$ cat config.mk
export PLATFORM = sky130hd
export DESIGN_NAME = stream_mux_n_to_1
export DESIGN_NICKNAME = d
export VERILOG_FILES = /design/src/rtl/stream_mux_pkg.sv /design/src/rtl/stream_rr_arbiter.sv /design/src/rtl/stream_mux_n_to_1.sv
export SDC_FILE = /design/constraint.sdc
export NUM_CORES = 1
export LEC_CHECK = 0
export CAP_MARGIN = 10
export CELL_PAD_IN_SITES_DETAIL_PLACEMENT = 2
export CELL_PAD_IN_SITES_GLOBAL_PLACEMENT = 2
export CORE_AREA = 4 4 63 88
export DETAILED_ROUTE_END_ITERATION = 6
export DIE_AREA = 0 0 67 92
export MAX_ROUTING_LAYER = met4
export PLACE_DENSITY_LB_ADDON = 0.3
export SYNTH_ARGS = -nofsm -noshare
export SYNTH_HDL_FRONTEND = slang
export SYNTH_SLANG_ARGS = --single-unit
$ cat constraint.sdc
create_clock -name clk -period 2.46 [get_ports clk]
set_clock_uncertainty 0.2 [all_clocks]
set_input_delay 0.615 -clock clk [delete_from_list [all_inputs] [get_ports clk]]
set_output_delay 0.615 -clock clk [all_outputs]
set_load 0.1 [all_outputs]
$ cat src/rtl/stream_mux_pkg.sv
// Shared constants, lock-FSM state type and selector-width helper for stream_mux_n_to_1.
package stream_mux_pkg;

  localparam int unsigned ARB_FIXED = 0;
  localparam int unsigned ARB_RR    = 1;

  typedef enum logic {
    ST_IDLE,
    ST_LOCKED
  } lock_state_e;

  // Selector width: $clog2(n), but never narrower than one bit.
  function automatic int unsigned sel_width(input int unsigned n);
    return (n > 1) ? $clog2(n) : 1;
  endfunction

endpackage

$ cat src/rtl/stream_rr_arbiter.sv
// Request arbiter: fixed priority (lowest index) or round-robin from an internal pointer.
// hold freezes the grant on the index granted in the last un-held cycle.
module stream_rr_arbiter
  import stream_mux_pkg::*;
#(
  parameter int unsigned N        = 4,
  parameter int unsigned ARB_MODE = ARB_FIXED,
  localparam int unsigned SW      = sel_width(N)
) (
  input  logic          clk,
  input  logic          rst_n,
  input  logic [N-1:0]  req,
  input  logic          advance,
  input  logic          hold,
  output logic [SW-1:0] grant,
  output logic          grant_valid
);

  logic [SW-1:0] ptr_q;
  logic [SW-1:0] held_q;
  logic [SW-1:0] start_c;
  logic [SW-1:0] search_c;
  logic [SW-1:0] ptr_next_c;
  logic          found_c;

  assign start_c = (ARB_MODE == ARB_RR) ? ptr_q : '0;

  // First requester scanning start_c, start_c+1, ... modulo N.
  always_comb begin
    int unsigned idx;
    search_c = '0;
    found_c  = 1'b0;
    idx      = 0;
    for (int unsigned k = 0; k < N; k++) begin
      idx = 32'(start_c) + k;
      if (idx >= N) idx = idx - N;
      if (!found_c && req[idx]) begin
        found_c  = 1'b1;
        search_c = SW'(idx);
      end
    end
  end

  assign grant       = hold ? held_q : search_c;
  assign grant_valid = req[grant];
  assign ptr_next_c  = (grant == SW'(N - 1)) ? '0 : grant + SW'(1);

  always_ff @(posedge clk or negedge rst_n) begin
    if (!rst_n) begin
      ptr_q  <= '0;
      held_q <= '0;
    end else begin
      if (!hold) held_q <= search_c;
      if (advance && (ARB_MODE == ARB_RR)) ptr_q <= ptr_next_c;
    end
  end

endmodule

$ cat src/rtl/stream_mux_n_to_1.sv
// N-to-1 valid/ready stream multiplexer with a one-entry registered output stage.
// Define STREAM_MUX_PKT_LOCK_EN to add in_last/out_last and hold the grant for a whole packet.
module stream_mux_n_to_1
  import stream_mux_pkg::*;
#(
  parameter int unsigned N        = 4,
  parameter int unsigned W        = 8,
  parameter int unsigned ARB_MODE = ARB_FIXED,
  localparam int unsigned SW      = sel_width(N)
) (
  input  logic           clk,
  input  logic           rst_n,
  input  logic [N-1:0]   in_valid,
  input  logic [N*W-1:0] in_data,
  output logic [N-1:0]   in_ready,
`ifdef STREAM_MUX_PKT_LOCK_EN
  input  logic [N-1:0]   in_last,
  output logic           out_last,
`endif
  output logic           out_valid,
  output logic [W-1:0]   out_data,
  output logic [SW-1:0]  out_sel,
  input  logic           out_ready
);

  logic [SW-1:0] grant_c;
  logic          grant_valid_c;
  logic          load_ok_c;
  logic          xfer_c;
  logic          advance_c;
  logic          hold_c;
  logic [W-1:0]  data_c;

  stream_rr_arbiter #(
    .N        (N),
    .ARB_MODE (ARB_MODE)
  ) u_arb (
    .clk         (clk),
    .rst_n       (rst_n),
    .req         (in_valid),
    .advance     (advance_c),
    .hold        (hold_c),
    .grant       (grant_c),
    .grant_valid (grant_valid_c)
  );

  // Output stage can take a beat when empty or draining this cycle.
  assign load_ok_c = !out_valid || out_ready;
  assign xfer_c    = rst_n && grant_valid_c && load_ok_c;

  always_comb begin
    in_ready = '0;
    data_c   = '0;
    for (int unsigned i = 0; i < N; i++) begin
      if (grant_c == SW'(i)) begin
        in_ready[i] = xfer_c;
        data_c      = in_data[i*W +: W];
      end
    end
  end

`ifdef STREAM_MUX_PKT_LOCK_EN
  lock_state_e state_q;
  lock_state_e state_d;
  logic        last_c;

  assign last_c    = in_last[grant_c];
  assign hold_c    = (state_q == ST_LOCKED);
  assign advance_c = xfer_c && last_c;

  always_comb begin
    state_d = state_q;
    case (state_q)
      ST_IDLE:   if (xfer_c && !last_c) state_d = ST_LOCKED;
      ST_LOCKED: if (xfer_c && last_c)  state_d = ST_IDLE;
      default:   state_d = ST_IDLE;
    endcase
  end

  always_ff @(posedge clk or negedge rst_n) begin
    if (!rst_n) begin
      state_q  <= ST_IDLE;
      out_last <= 1'b0;
    end else begin
      state_q <= state_d;
      if (xfer_c) out_last <= last_c;
    end
  end
`else
  assign hold_c    = 1'b0;
  assign advance_c = xfer_c;
`endif

  // Output register: data/sel hold while stalled or empty.
  always_ff @(posedge clk or negedge rst_n) begin
    if (!rst_n) begin
      out_valid <= 1'b0;
      out_data  <= '0;
      out_sel   <= '0;
    end else if (xfer_c) begin
      out_valid <= 1'b1;
      out_data  <= data_c;
      out_sel   <= grant_c;
    end else if (out_ready) begin
      out_valid <= 1'b0;
    end
  end

endmodule

==> summary.md <==
| Metric | Value |
|---|---|
| DP Wirelength | `3.32 mm` |
| Final instance area | `1630 um2` |
| Vias per inst | `4.52` |
| Final setup violation count | `0` |
| Slew Limit Fails | `0` |
| Clk root buf | `clkbuf_8` |
| Initial Utilization | `17.4%` |
| Fill cell count | `566` |
| Max Cap Viol | `0` |
| Initial DRC count | `20` |
| Share of cells above drive strength 1 | `36.2%` |
| Yosys reg bits | `11` |
| P&R area growth vs syn | `95.9%` |
| Final worst setup slack | `0.0458 ns` |
| Power, Total | `0.935 mW` |
| Multi-input logic area | `556 um2` |
| DRT Pass-1 Iters | `4` |
| CTS H-Tree Depth | `1` |
| Setup TNS | `0 ns` |
| Finished Core Util | `34.1%` |
| Final cell count without fillers | `227` |
| First-pass GRT wire length | `6.40 mm` |
| Via Count | `1,027` |
| Routability cong. | `0.745` |
| Min-delay worst type | `in2async` |
| CTS tree | `built` |
| Netlist cell types | `24` |
| Slowest-stage cell, CP | `or3_4` |
| Worst rel slew slack | `74.9%` |
| Post-route DRC violation count | `0` |
| Cell Count Post-Placement | `224` |
| Buffers added on ports | `53` |
| Routed Antenna Nets | `0` |
| Rows | `30` |
| Die outline width | `67 um` |
| Clk sinks | `11` |
| Die H | `92 um` |
| CP Cell Sequence | `clkdlybuf4s15_2 > nor4_4 > or3_4 > nor2_4 > buf_12` |
| Post-Synthesis Cells | `97` |
| Diodes inserted | `0` |
| WL final | `3.89 mm` |
| Area of the die | `6160 um2` |
| Post-synthesis cell area | `831 um2` |
| Period minus WS final | `2.41 ns` |
| GR Util All Layers | `14.1%` |
| Pwr dens | `575 nW/um2` |
| Core region area | `4770 um2` |
| Vias in the first global route | `1,236` |
| Register-to-Register Setup Slack | `0.79 ns` |
| Post-CTS Hold Buffers | `0` |
| Number of buffers created by CTS | `3` |
| Crit path kind | `in2out` |
| Fin. Hold Viols | `0` |
| Clock slew at reported path FFs | `0.05 ns` |
| Antenna violations before repair | `0` |
| Worst vdd ir | `0.149 mV` |
| Sequential cell area fraction in the yosys report | `33.1%` |
| Worst Setup End Kind | `primary output` |
| Num ports | `54` |
| Peak Freq | `414 MHz` |
| Clk buf depth | `2` |
| NumNets Final | `203` |
| Hold Worst Slack | `0.276 ns` |
| Setup WS pre-CTS | `-0.406 ns` |
| Clk Latency, worst-skew pair | `0.24 ns` |
| Routed len/inst | `17.2 um` |
| Syn nets | `136` |
| Crit path buf inv count | `2` |
| Postcts setup bufs | `0` |
| Synth Warn # | `0` |
| Status | `finished, final reports clean` |
| Critical-path maximum fanout | `3` |
| Largest net degree at the start of global routing | `15` |
| Grt ovf | `0` |
| LEAKAGE | `0.657 nW` |
| Final worst path period share | `98.1%` |
| Dpl cell area | `1560 um2` |
| Worst Setup Start Kind | `primary input` |
| RSZ-0062 raised after global routing | `yes` |
| Worst path arrival time | `1.60 ns` |
| FF+latch area | `277 um2` |
| Least-Margin Pin Slew | `0.376 ns` |
| CP delay by family, top | `simple AND/OR/NAND/NOR gates` |
| Mean Syn Cell Area | `8.56 um2` |
| Worst Path Required | `1.64 ns` |
| Max stage delay on crit path | `0.40 ns` |
==> path summary, 6_finish.rpt <==
check,startpoint,end,cells after the start
worst min register to register,out_data[0]$_DFFE_PN0P_,out_data[0]$_DFFE_PN0P_,2
worst max register to register,out_valid$_DFFE_PN0P_,out_data[0]$_DFFE_PN0P_,4
worst max-delay path,in_valid[2],in_ready[2],5
max in group asynchronous,rst_n,out_valid$_DFFE_PN0P_,2
worst min-delay path,rst_n,out_sel[1]$_DFFE_PN0P_,2
min in group clk,out_data[0]$_DFFE_PN0P_,out_data[0]$_DFFE_PN0P_,2
==> layout make-up <==
class	count	area share, %
repair buffers	71	41.0
flip-flops and latches	11	17.0
inverters	1	0.231
well taps	64	4.92
multi-input cells	76	34.1
clock buffers	4	2.77
==> repair_timing <==
action,4_1_cts,5_1_grt
resized for setup,27,2
setup endpoints to repair,4,2
cloned,0,0
pin swaps,2,1
==> sequential cells by signal (all words and copies together), names as in the netlist <==
signal and flops:
out_data 8, out_sel 2, out_valid 1
==> routing by layer <==
layer  up-vias  share of wire (%)  global-route usage, %
met2        29                 61                   27.2
met5         -                  0                      -
met3         4                2.7                  0.613
met4         0                2.0                   6.09
li1        491                  -                      -
met1       503                 34                   14.0
==> worst reg2reg max path, cell delays in order (launching register included) <==
cell and delay (ns):
dfrtp_2 0.40, nor2b_2 0.18, or3_1 0.30, buf_4 0.19, o311ai_1 0.29
==> Yosys cell counts <==
| master | number | share of area, % |
|---|---|---|
| a21oi_1 | 8 | 4.8 |
| nor2_1 | 10 | 4.5 |
| nand3_1 | 8 | 4.8 |
| a221oi_1 | 8 | 8.4 |
| buf_2 | 4 | 2.4 |
| o32a_1 | 1 | 1.2 |
| nor2b_1 | 2 | 1.5 |
| o311ai_2 | 7 | 14 |
| o311ai_1 | 1 | 1.1 |
| inv_1 | 1 | 0.45 |
| o22a_1 | 1 | 1.1 |
| and2_1 | 2 | 1.5 |
| nand2b_1 | 10 | 7.5 |
| nor4_1 | 1 | 0.75 |
| clkbuf_1 | 2 | 0.90 |
| clkbuf_2 | 1 | 0.60 |
| o21ai_0 | 1 | 0.60 |
| buf_4 | 1 | 0.90 |
| nor3_1 | 2 | 1.2 |
| and3_1 | 2 | 1.5 |
| buf_6 | 1 | 1.4 |
| nand2_1 | 10 | 4.5 |
| dfrtp_1 | 11 | 33 |
| or3_1 | 2 | 1.5 |
==> kinds of logic (layout without fill, tap and decap cells) <==
family / count (synthesis) / in the layout / share of synthesized area [%]
buffers and inverters: 10 / 76 / 6.63
AOI/OAI and AO/OA: 27 / 27 / 30.9
DFF: 11 / 11 / 33.1
and+or+nand+nor: 49 / 49 / 29.4
==> power by group <==
group	switching, mW	internal, mW	total, mW	leakage [nW]
combinational	0.350	0.170	0.520	0.501
clock	0.0726	0.114	0.187	0.0228
sequential	0.0168	0.211	0.228	0.133
==> layout by cell type, fill, tap and decap left out, drive strengths merged <==
cell type and count:
nor2 10, a221oi 8, o21ai 1, and3 2, nor2b 2, o311ai 8, dlygate4sd2 1, o32a 1
or3 2, nand2b 10, nor3 2, clkbuf 4, and2 2, nand3 8, clkdlybuf4s15 2, o22a 1
nor4 1, nand2 10, a21oi 8, clkdlybuf4s50 32, dfrtp 11, buf 36, inv 1
(Power assumes the default switching activity.)
